--- config.mk ---
export PLATFORM = sky130hd
export DESIGN_NAME = uart_rx_flat
export DESIGN_NICKNAME = d
export VERILOG_FILES = /design/src/rtl/uart_rx_if.sv /design/src/rtl/uart_rx.sv /design/src/flat_wrapper.sv
export SDC_FILE = /design/constraint.sdc
export NUM_CORES = 1
export LEC_CHECK = 0
export CAP_MARGIN = 20
export CORE_ASPECT_RATIO = 1.2
export CORE_UTILIZATION = 54
export DETAILED_ROUTE_END_ITERATION = 10
export PLACE_DENSITY = 0.76
export RECOVER_POWER = 50
export SYNTH_ARGS = -nofsm -noshare
export SYNTH_HDL_FRONTEND = slang
export SYNTH_SLANG_ARGS = --single-unit
--- constraint.sdc ---
create_clock -name clk -period 2.9 [get_ports clk]
set_input_delay 0.435 -clock clk [delete_from_list [all_inputs] [get_ports clk]]
set_output_delay 0.435 -clock clk [all_outputs]
set_load 0.03 [all_outputs]
--- src/rtl/uart_rx_if.sv ---
// Serial-side bundle of the UART receiver: line in, baud select in, byte and strobes out.
// The receiver takes the slave modport; whoever drives the line and consumes bytes takes master.
interface uart_rx_if;
   logic [2:0] baud_rate_select;
   logic       Rx_Serial;
   logic       Rx_Active;
   logic [7:0] Rx_Byte;
   logic       Rx_Done;
   logic       Framing_Error;

   modport master (
      output baud_rate_select,
      output Rx_Serial,
      input  Rx_Active,
      input  Rx_Byte,
      input  Rx_Done,
      input  Framing_Error
   );

   modport slave (
      input  baud_rate_select,
      input  Rx_Serial,
      output Rx_Active,
      output Rx_Byte,
      output Rx_Done,
      output Framing_Error
   );
endinterface

--- src/rtl/uart_rx.sv ---
// 8N1 UART receiver with mid-bit sampling, framing-error pulse and break absorption.
// Baud period is chosen per frame from the same 3-bit table as the team's transmitter.
module uart_rx (
   input  logic     clk,
   input  logic     rst,
   uart_rx_if.slave bus
);

   typedef enum logic [2:0] {
      IDLE,
      RX_START_BIT,
      RX_DATA_BITS,
      RX_STOP_BIT,
      CLEANUP
   } state_t;

   state_t      state;
   state_t      state_next;
   logic        rx_meta;
   logic        rx_s;
   logic [10:0] bit_period;
   logic [10:0] half_period;
   logic [10:0] clk_count;
   logic [2:0]  bit_index;
   logic [7:0]  shift;
   logic [7:0]  byte_reg;
   logic        done_reg;
   logic        error_reg;
   logic        half_tick;
   logic        bit_tick;

   function automatic logic [10:0] baud_lookup(input logic [2:0] sel);
      logic [10:0] n;
      case (sel)
         3'b000:  n = 11'd1042;
         3'b001:  n = 11'd695;
         3'b010:  n = 11'd521;
         3'b011:  n = 11'd261;
         3'b100:  n = 11'd174;
         3'b101:  n = 11'd87;
         3'b110:  n = 11'd79;
         default: n = 11'd39;
      endcase
      return n;
   endfunction

   // The line is idle-high, so the synchronizer resets to 1 to avoid a false start.
   always_ff @(posedge clk) begin
      if (rst) begin
         rx_meta <= 1'b1;
         rx_s    <= 1'b1;
      end else begin
         rx_meta <= bus.Rx_Serial;
         rx_s    <= rx_meta;
      end
   end

   assign half_period = bit_period >> 1;
   assign half_tick   = (clk_count >= (half_period - 11'd1));
   assign bit_tick    = (clk_count >= (bit_period - 11'd1));

   always_ff @(posedge clk) begin
      if (rst) begin
         state <= IDLE;
      end else begin
         state <= state_next;
      end
   end

   always_comb begin
      state_next = state;
      unique case (state)
         IDLE: begin
            if (!rx_s) begin
               state_next = RX_START_BIT;
            end
         end
         RX_START_BIT: begin
            if (half_tick) begin
               state_next = rx_s ? IDLE : RX_DATA_BITS;
            end
         end
         RX_DATA_BITS: begin
            if (bit_tick && (bit_index == 3'd7)) begin
               state_next = RX_STOP_BIT;
            end
         end
         RX_STOP_BIT: begin
            if (bit_tick) begin
               state_next = CLEANUP;
            end
         end
         CLEANUP: begin
            // A low line here is a break; hold off new frames until it releases.
            if (rx_s) begin
               state_next = IDLE;
            end
         end
         default: state_next = IDLE;
      endcase
   end

   always_ff @(posedge clk) begin
      if (rst) begin
         bit_period <= 11'd0;
         clk_count  <= 11'd0;
         bit_index  <= 3'd0;
         shift      <= 8'h00;
         byte_reg   <= 8'h00;
         done_reg   <= 1'b0;
         error_reg  <= 1'b0;
      end else begin
         done_reg  <= 1'b0;
         error_reg <= 1'b0;
         unique case (state)
            IDLE: begin
               clk_count <= 11'd0;
               bit_index <= 3'd0;
               if (!rx_s) begin
                  bit_period <= baud_lookup(bus.baud_rate_select);
               end
            end
            RX_START_BIT: begin
               bit_index <= 3'd0;
               if (!half_tick) begin
                  clk_count <= clk_count + 11'd1;
               end else begin
                  clk_count <= 11'd0;
               end
            end
            RX_DATA_BITS: begin
               if (!bit_tick) begin
                  clk_count <= clk_count + 11'd1;
               end else begin
                  clk_count        <= 11'd0;
                  shift[bit_index] <= rx_s;
                  bit_index        <= (bit_index == 3'd7) ? 3'd0 : bit_index + 3'd1;
               end
            end
            RX_STOP_BIT: begin
               // The half-bit offset from the start bit puts this sample at mid-stop.
               if (!bit_tick) begin
                  clk_count <= clk_count + 11'd1;
               end else begin
                  clk_count <= 11'd0;
                  if (rx_s) begin
                     byte_reg <= shift;
                     done_reg <= 1'b1;
                  end else begin
                     error_reg <= 1'b1;
                  end
               end
            end
            CLEANUP: begin
               clk_count <= 11'd0;
               bit_index <= 3'd0;
            end
            default: begin
               clk_count <= 11'd0;
               bit_index <= 3'd0;
            end
         endcase
      end
   end

   always_comb begin
      bus.Rx_Active     = (state != IDLE);
      bus.Rx_Byte       = byte_reg;
      bus.Rx_Done       = done_reg;
      bus.Framing_Error = error_reg;
   end

endmodule

--- src/flat_wrapper.sv ---
// flat-port wrapper written by rule: the top's interface ports become plain ports
module uart_rx_flat 
  (clk, rst, bus_baud_rate_select, bus_Rx_Serial, bus_Rx_Active, bus_Rx_Byte, bus_Rx_Done, bus_Framing_Error);
  uart_rx_if bus_i ();
  input  logic clk;
  input  logic rst;
  input wire logic [$bits(bus_i.baud_rate_select)-1:0] bus_baud_rate_select;
  input wire logic [$bits(bus_i.Rx_Serial)-1:0] bus_Rx_Serial;
  output wire logic [$bits(bus_i.Rx_Active)-1:0] bus_Rx_Active;
  output wire logic [$bits(bus_i.Rx_Byte)-1:0] bus_Rx_Byte;
  output wire logic [$bits(bus_i.Rx_Done)-1:0] bus_Rx_Done;
  output wire logic [$bits(bus_i.Framing_Error)-1:0] bus_Framing_Error;
  assign bus_i.baud_rate_select = bus_baud_rate_select;
  assign bus_i.Rx_Serial = bus_Rx_Serial;
  assign bus_Rx_Active = bus_i.Rx_Active;
  assign bus_Rx_Byte = bus_i.Rx_Byte;
  assign bus_Rx_Done = bus_i.Rx_Done;
  assign bus_Framing_Error = bus_i.Framing_Error;
  uart_rx u_core (.clk(clk), .rst(rst), .bus(bus_i));
endmodule
==> Word-level counts from Yosys, hierarchy flattened <==
Index checks and enable logic that the tools add are counted.
{ "word_totals": {"mem_bits_rw": 0, "latch_bits": 0, "reg_bits": 48, "mem_bits_ro": 0, "wordCells": 69, "input_bits": 6, "n_memories": 0, "output_inout_bits": 11} }
{ "op_classes": {"order_cmp": 4, "reduce_logical": 12, "n_shift": 0, "n_mux": 19, "bitwise_logic": 3, "n_mul": 0, "eq_ne": 17, "n_div": 0, "n_addsub": 4} }
{ "ops": {"columns": ["operator", "count"], "rows": [
  ["one-hot mux 11 bit (7 select lines)", 1],
  ["greater-or-equal comparator 11 bit", 2],
  ["2-to-1 mux 11 bit", 2],
  ["one-hot mux 11 bit (2 select lines)", 1],
  ["2-to-1 mux 3 bit", 7],
  ["equality test 3 bit, second input constant", 5],
  ["one-hot mux 3 bit (5 select lines)", 1],
  ["equality test 3 x 2 -> 1 bit, second input constant", 4],
  ["adder 11 x 1 -> 11 bit, second input constant", 1],
  ["subtractor 10 x 1 -> 11 bit, second input constant", 1],
  ["subtractor 11 x 1 -> 11 bit, second input constant", 1],
  ["inequality test 2 x 1 -> 1 bit, second input constant", 5],
  ["bitwise mux 8 bit", 1],
  ["equality test 3 x 1 -> 1 bit, second input constant", 2],
  ["logical NOT 3 bit", 2],
  ["one-hot mux 3 bit (2 select lines)", 1],
  ["AND reduction 2 bit", 3],
  ["AND reduction 5 bit", 1],
  ["less-than comparator 3 x 4 -> 1 bit, second input constant", 1],
  ["adder 3 x 1 -> 3 bit, second input constant", 1],
  ["demux 1 bit (select 3 bit)", 1],
  ["greater-or-equal comparator 3 x 1 -> 1 bit, second input constant", 1],
  ["2-to-1 mux 1 bit", 3],
  ["NOT 1 bit", 3],
  ["other kinds (7)", 8]
]} }

==> Logic depth before layout (Yosys ltp) <==
Gate-level depths: netlist of the first run.
{ "depth": {"depth_word": 5, "ltp_mapped": 15, "ltp_nobuf": 14} }

==> Worst setup path before layout of the first run <==
Ideal clock, no wire load.
{ "synth_timing": {"kind": "reg2reg", "from": "reg u_core.bit_period[1]", "to": "reg u_core.state[0]", "period_less_slack_ps": 3142, "setup_ps": 71, "path_stages_with_launch": 14, "arrival_time_ps": 3071, "path_slack_ps": -242, "t_required_ps": 2829, "path_buffers": 0, "path_cell_list": "dfxtp_1 -> inv_1 -> ha_1 -> nand2b_4 -> or4_4 -> or2_1 -> or4_1 -> ha_1 -> nand3_1 -> nor2_1 -> nand4_1 -> o2111a_1 -> or4b_1 -> a21oi_1"} }
{ "synth_between": {"elab_chain_len": 5, "elab_cells_between_ends": 9, "classes_between": "add/sub (2); order compare (2); eq/ne (3); reduce/logical (2)"} }
{ "synth_rtl": {"columns": ["element", "line_no", "rtl"], "rows": [
  ["start, declared", "uart_rx.sv:21", "logic [10:0] bit_period;"],
  ["start signal, assigned", "uart_rx.sv:120", "bit_period <= baud_lookup(bus.baud_rate_select);"],
  ["subtractor 11 x 1 -> 11 bit", "uart_rx.sv:60", "assign bit_tick = (clk_count >= (bit_period - 11'd1));"],
  ["greater-or-equal comparator 11 bit", "uart_rx.sv:60", null],
  ["logical AND 1 bit", "uart_rx.sv:84", "if (bit_tick && (bit_index == 3'd7)) begin"],
  ["inequality test 2 x 1 -> 1 bit (no line)", null, null],
  ["AND reduction 5 bit (no line) (*)", null, null],
  ["end signal, assigned", "uart_rx.sv:66", "state <= state_next;"],
  ["end, declared", "uart_rx.sv:17", "state_t state;"]
]} }
Every way passes the cells marked *; elsewhere a longest branch is shown, timed or not.
A chain may end at the register's enable or synchronous reset.

==> Worst setup path in the final report of the first run <==
{ "layout_timing": {"from": "reg u_core.bit_period[2]", "to": "reg u_core.state[0]"} }
Same word-level chain as after synthesis.

==> reports/metrics.yaml, run 1 <==
die_height_um: 80.90
areaGrowthSynthToFinish_pct: 28.54
syn_avg_cell_area_um2: 8.646
met2_usage_pct: 41.29
detail_route.vias_per_cell: 5.545
ant_nets: 0
final_net_count: 396
setup_violation_total_in_the_final_timing_report: 33
grt_usage_pct: 24.88
ctsLongestPathBuffers: 2
antenna-diode-count: 0
cp.arrival_ns: 3.42
final_report_max_slew_violation_count: 0
clk_root_buffer_cell: "sky130_fd_sc_hd__clkbuf_8"
coreArea_mm2: 0.004975
cts_tree: "done"
timing_worst_setup_path_type: "flip-flop to flip-flop"
yosys_register_bits: 48
finalHoldViolCount: 0
cts_made_buffers: 5
ys.flop_type: "sky130_fd_sc_hd__dfxtp_1"
busiest_layer: "met2"
slowest_delay_ns: 0.52
failed_checks: "setup timing"
final_cell_count_no_fill: 424
first_global_vias: 2275
postSynthNetCount: 357
worst_setup_path_start_kind: "flip-flop"
outcome: "finished with violations"
clock_skew_ns: 0.007876
synth.most_common_cell: "sky130_fd_sc_hd__dfxtp_1"
hold_class: "flip-flop to flip-flop"
detail_route.drc_violations: 0
top_level_ports: 17
dr_total_vias: 2351
final_period_minus_worst_setup_slack_ns: 3.177
worst_slew_margin_rel_pct: 45.16
die-width_um: 67.75
clk-insertion-delay-late_ns: 0.31
largest_cells_by_area_after_synthesis: "sky130_fd_sc_hd__dfxtp_1 34%, sky130_fd_sc_hd__ha_1 12%, sky130_fd_sc_hd__mux2i_1 6.1%, sky130_fd_sc_hd__xnor2_1 5.0%, sky130_fd_sc_hd__nor2_1 5.0%"
pin_count_of_the_biggest_net_entering_global_routing: 21
place.detailed.instances: 409
timing.critical_path.required_ns: 3.14
fraction_of_met1_tracks_used_by_global_routing_pct: 30.21
wl_um: 6434
die_area_mm2: 0.005481
largest_fanout_on_the_critical_path: 3
yosys.area.top_type: "sky130_fd_sc_hd__dfxtp_1"
share_of_async_settable_or_async_resettable_flops_after_synthesis_pct: 0
worst_setup_path_end_kind: "flip-flop"
clkTransAtPathRegs_ns: 0.09
post_cts_hold_buffer_count: 0
number_of_synthesized_flops_with_an_enable_pin: 0
synth_warnings: 0
reg2reg_slack_ns: -0.28
synthDistinctLibCells: 42
numClockSinks: 48
post-layout-total-power_mw: 1.362
initial_utilization_pct: 56.31
synth_top_area_share_pct: 34.30
dp_hpwl_um: 4197
detailedRoute.firstIterationViolations: 81
drv.max_cap_violation_count: 0
port_buffers: 16
h-tree-depth: 2
wl_per_instance_um: 15.17
floorplan.rows: 28
overflow: 0
antenna_found_initial: 0
rsz0062_at_grt: "true"
gp_routability_congestion: 0.7810
first_pass_iters: 4
grt_pass1_wl_um: 10170
power.static_leakage_nw: 1.509
setup_ws_ns: -0.2767
synthesis.instances: 324
seq_area_frac_synth_pct: 34.30
layout_cell_share_with_drive_strength_beyond_1_pct: 24.18
met3_usage_pct: 5.618
power_per_cell_area_mw_per_mm2: 378.1
vdd.ir_drop.worst_uv: 317.4
cp_cell_sequence: "inv_2 > ha_4 > nand2b_4 > or4_4 > or2_4 > or4_4 > ha_4 > nand3_2 > nor2_1 > nand4_1 > o2111a_2 > or4b_4 > a21oi_2"
synth_commonest_cells: "48 x sky130_fd_sc_hd__dfxtp_1, 37 x sky130_fd_sc_hd__nor2_1, 27 x sky130_fd_sc_hd__ha_1"
cell_type_of_the_slowest_stage_on_the_worst_timing_path: "sky130_fd_sc_hd__or4b_4"
timing.fmax_ghz: 0.3148
layout_worst_path_cycle_share_pct: 109.5
syn-cell-area_mm2: 0.002801
worstMarginPinSlew_ns: 0.8151
==> registers in the layout, summed over array words and instances, names as in the netlist <==
name	count
u_core.bit_period	11
u_core.bus.Framing_Error	1
u_core.bit_index	3
u_core.rx_s	1
u_core.rx_meta	1
u_core.bus.Rx_Byte	8
u_core.clk_count	11
u_core.shift	8
u_core.bus.Rx_Done	1
u_core.state	3
==> what timing repair did <==
item | 4_1_cts | 5_1_grt
pin swaps | 13 | 12
cloned | 2 | 0
setup buffers | 4 | 1
resized for setup | 35 | 29
setup endpoints to repair | 33 | 35
==> where the power goes <==
group / internal [mW] / switching (mW)
Combinational: 0.146 / 0.139
Sequential: 0.666 / 0.00794
Clock: 0.172 / 0.232
Total: 0.983 / 0.378
==> per-stage QoR <==
stage                     area, um^2  hold slack [ns]  utilization, %  setup slack (ns)  setup TNS (ns)
after global routing            3601           0.4344           72.38           -0.4026          -9.439
after CTS                       3465           0.4148           69.64           -0.2150          -4.071
after detailed placement        3191           0.3932           64.13           -0.2695          -3.822
after global placement          3191           0.3932           64.13           -0.1916          -2.065
final                           3601           0.4093           72.38           -0.2767          -4.548
after floorplan                 2844           0.3895               -           -0.1625         -0.3372
==> critical path, delay by kind of cell, from the launching register on <==
kind	cells	cell delay, ns
simple gates	8	1.98
compound gates	2	0.29
buf+inv	1	0.07
fa+ha+maj	2	0.43
flops	1	0.33
==> cells in the final DEF (no fill, tap or decap), types with 2 or more instances in the layout <==
master / count
sky130_fd_sc_hd__xnor2_1: 15
sky130_fd_sc_hd__o21ai_4: 2
sky130_fd_sc_hd__nand3_2: 6
sky130_fd_sc_hd__ha_4: 2
sky130_fd_sc_hd__o21ai_1: 2
sky130_fd_sc_hd__dfxtp_1: 47
sky130_fd_sc_hd__nor2b_1: 5
sky130_fd_sc_hd__nor4_1: 4
sky130_fd_sc_hd__clkbuf_8: 5
sky130_fd_sc_hd__a21oi_2: 3
sky130_fd_sc_hd__clkdlybuf4s50_1: 16
sky130_fd_sc_hd__ha_1: 25
sky130_fd_sc_hd__or4_4: 2
sky130_fd_sc_hd__a21oi_1: 10
sky130_fd_sc_hd__mux2i_1: 17
sky130_fd_sc_hd__nand2_1: 17
sky130_fd_sc_hd__a211oi_1: 5
sky130_fd_sc_hd__inv_1: 5
sky130_fd_sc_hd__or2_2: 2
sky130_fd_sc_hd__buf_6: 7
sky130_fd_sc_hd__buf_4: 25
sky130_fd_sc_hd__and3_1: 2
sky130_fd_sc_hd__a21o_1: 6
sky130_fd_sc_hd__xor2_1: 13
sky130_fd_sc_hd__and2_4: 2
sky130_fd_sc_hd__nor2_4: 6
sky130_fd_sc_hd__nand2b_1: 19
sky130_fd_sc_hd__nor2_1: 30
sky130_fd_sc_hd__nor3_1: 13
sky130_fd_sc_hd__nand4_1: 10
sky130_fd_sc_hd__nand3_1: 6
sky130_fd_sc_hd__inv_2: 2
sky130_fd_sc_hd__nor3_2: 2
==> layout make-up <==
cell class / instances / area [um^2]
multi-input cells: 252 / 2007
fillers: 370 / 1374
flip-flops and latches: 48 / 962.2
repair buffers: 49 / 441.7
well taps: 60 / 75.07
clock buffers: 6 / 72.57
inverters: 7 / 26.28
clock inverters: 2 / 16.27
==> cells by family (layout without fill, tap and decap cells) <==
| logic type | Yosys count | after routing | synth area share (%) |
|---|---|---|---|
| adders and majority gates | 27 | 27 | 12.06 |
| and+or+nand+nor | 141 | 141 | 26.04 |
| xor gates and xnor gates | 29 | 29 | 9.066 |
| DFF | 48 | 48 | 34.30 |
| buffers and inverters | 24 | 64 | 3.618 |
| muxes | 17 | 17 | 6.074 |
| AOI/OAI and AO/OA | 38 | 38 | 8.843 |
==> routing by layer <==
metal | part of all wire (%) | vias to the layer above
met1 | 45 | 1085
met3 | 3.0 | 16
met5 | 0 | -
li1 | - | 1205
met2 | 50 | 45
met4 | 2.4 | 0
==> final timing paths <==
| path | start | to | cells after the start |
|---|---|---|---|
| setup / recovery | u_core.bit_period[2] | u_core.state[0] | 13 |
| hold / removal | u_core.rx_meta | u_core.rx_s | 1 |
| setup reg to reg | u_core.bit_period[2] | u_core.state[0] | 13 |
| hold reg to reg | u_core.rx_meta | u_core.rx_s | 1 |
Power figures use the tool's default switching activity.
==> run 2: changes to the inputs <==
==> constraint.sdc (replaced) <==
create_clock -name clk -period 2.9 [get_ports clk]
set_input_delay 0.58 -clock clk [delete_from_list [all_inputs] [get_ports clk]]
set_output_delay 0.58 -clock clk [all_outputs]
set_load 0.03 [all_outputs]
==> results of run 2 <==
No change in the layout: final DEF, timing and power equal those of run 1.
==> run 3: changes to the inputs <==
- CTS_CLUSTER_SIZE: unset -> 12
==> results of run 3 <==
No change in the layout: final DEF, timing and power equal those of run 1.
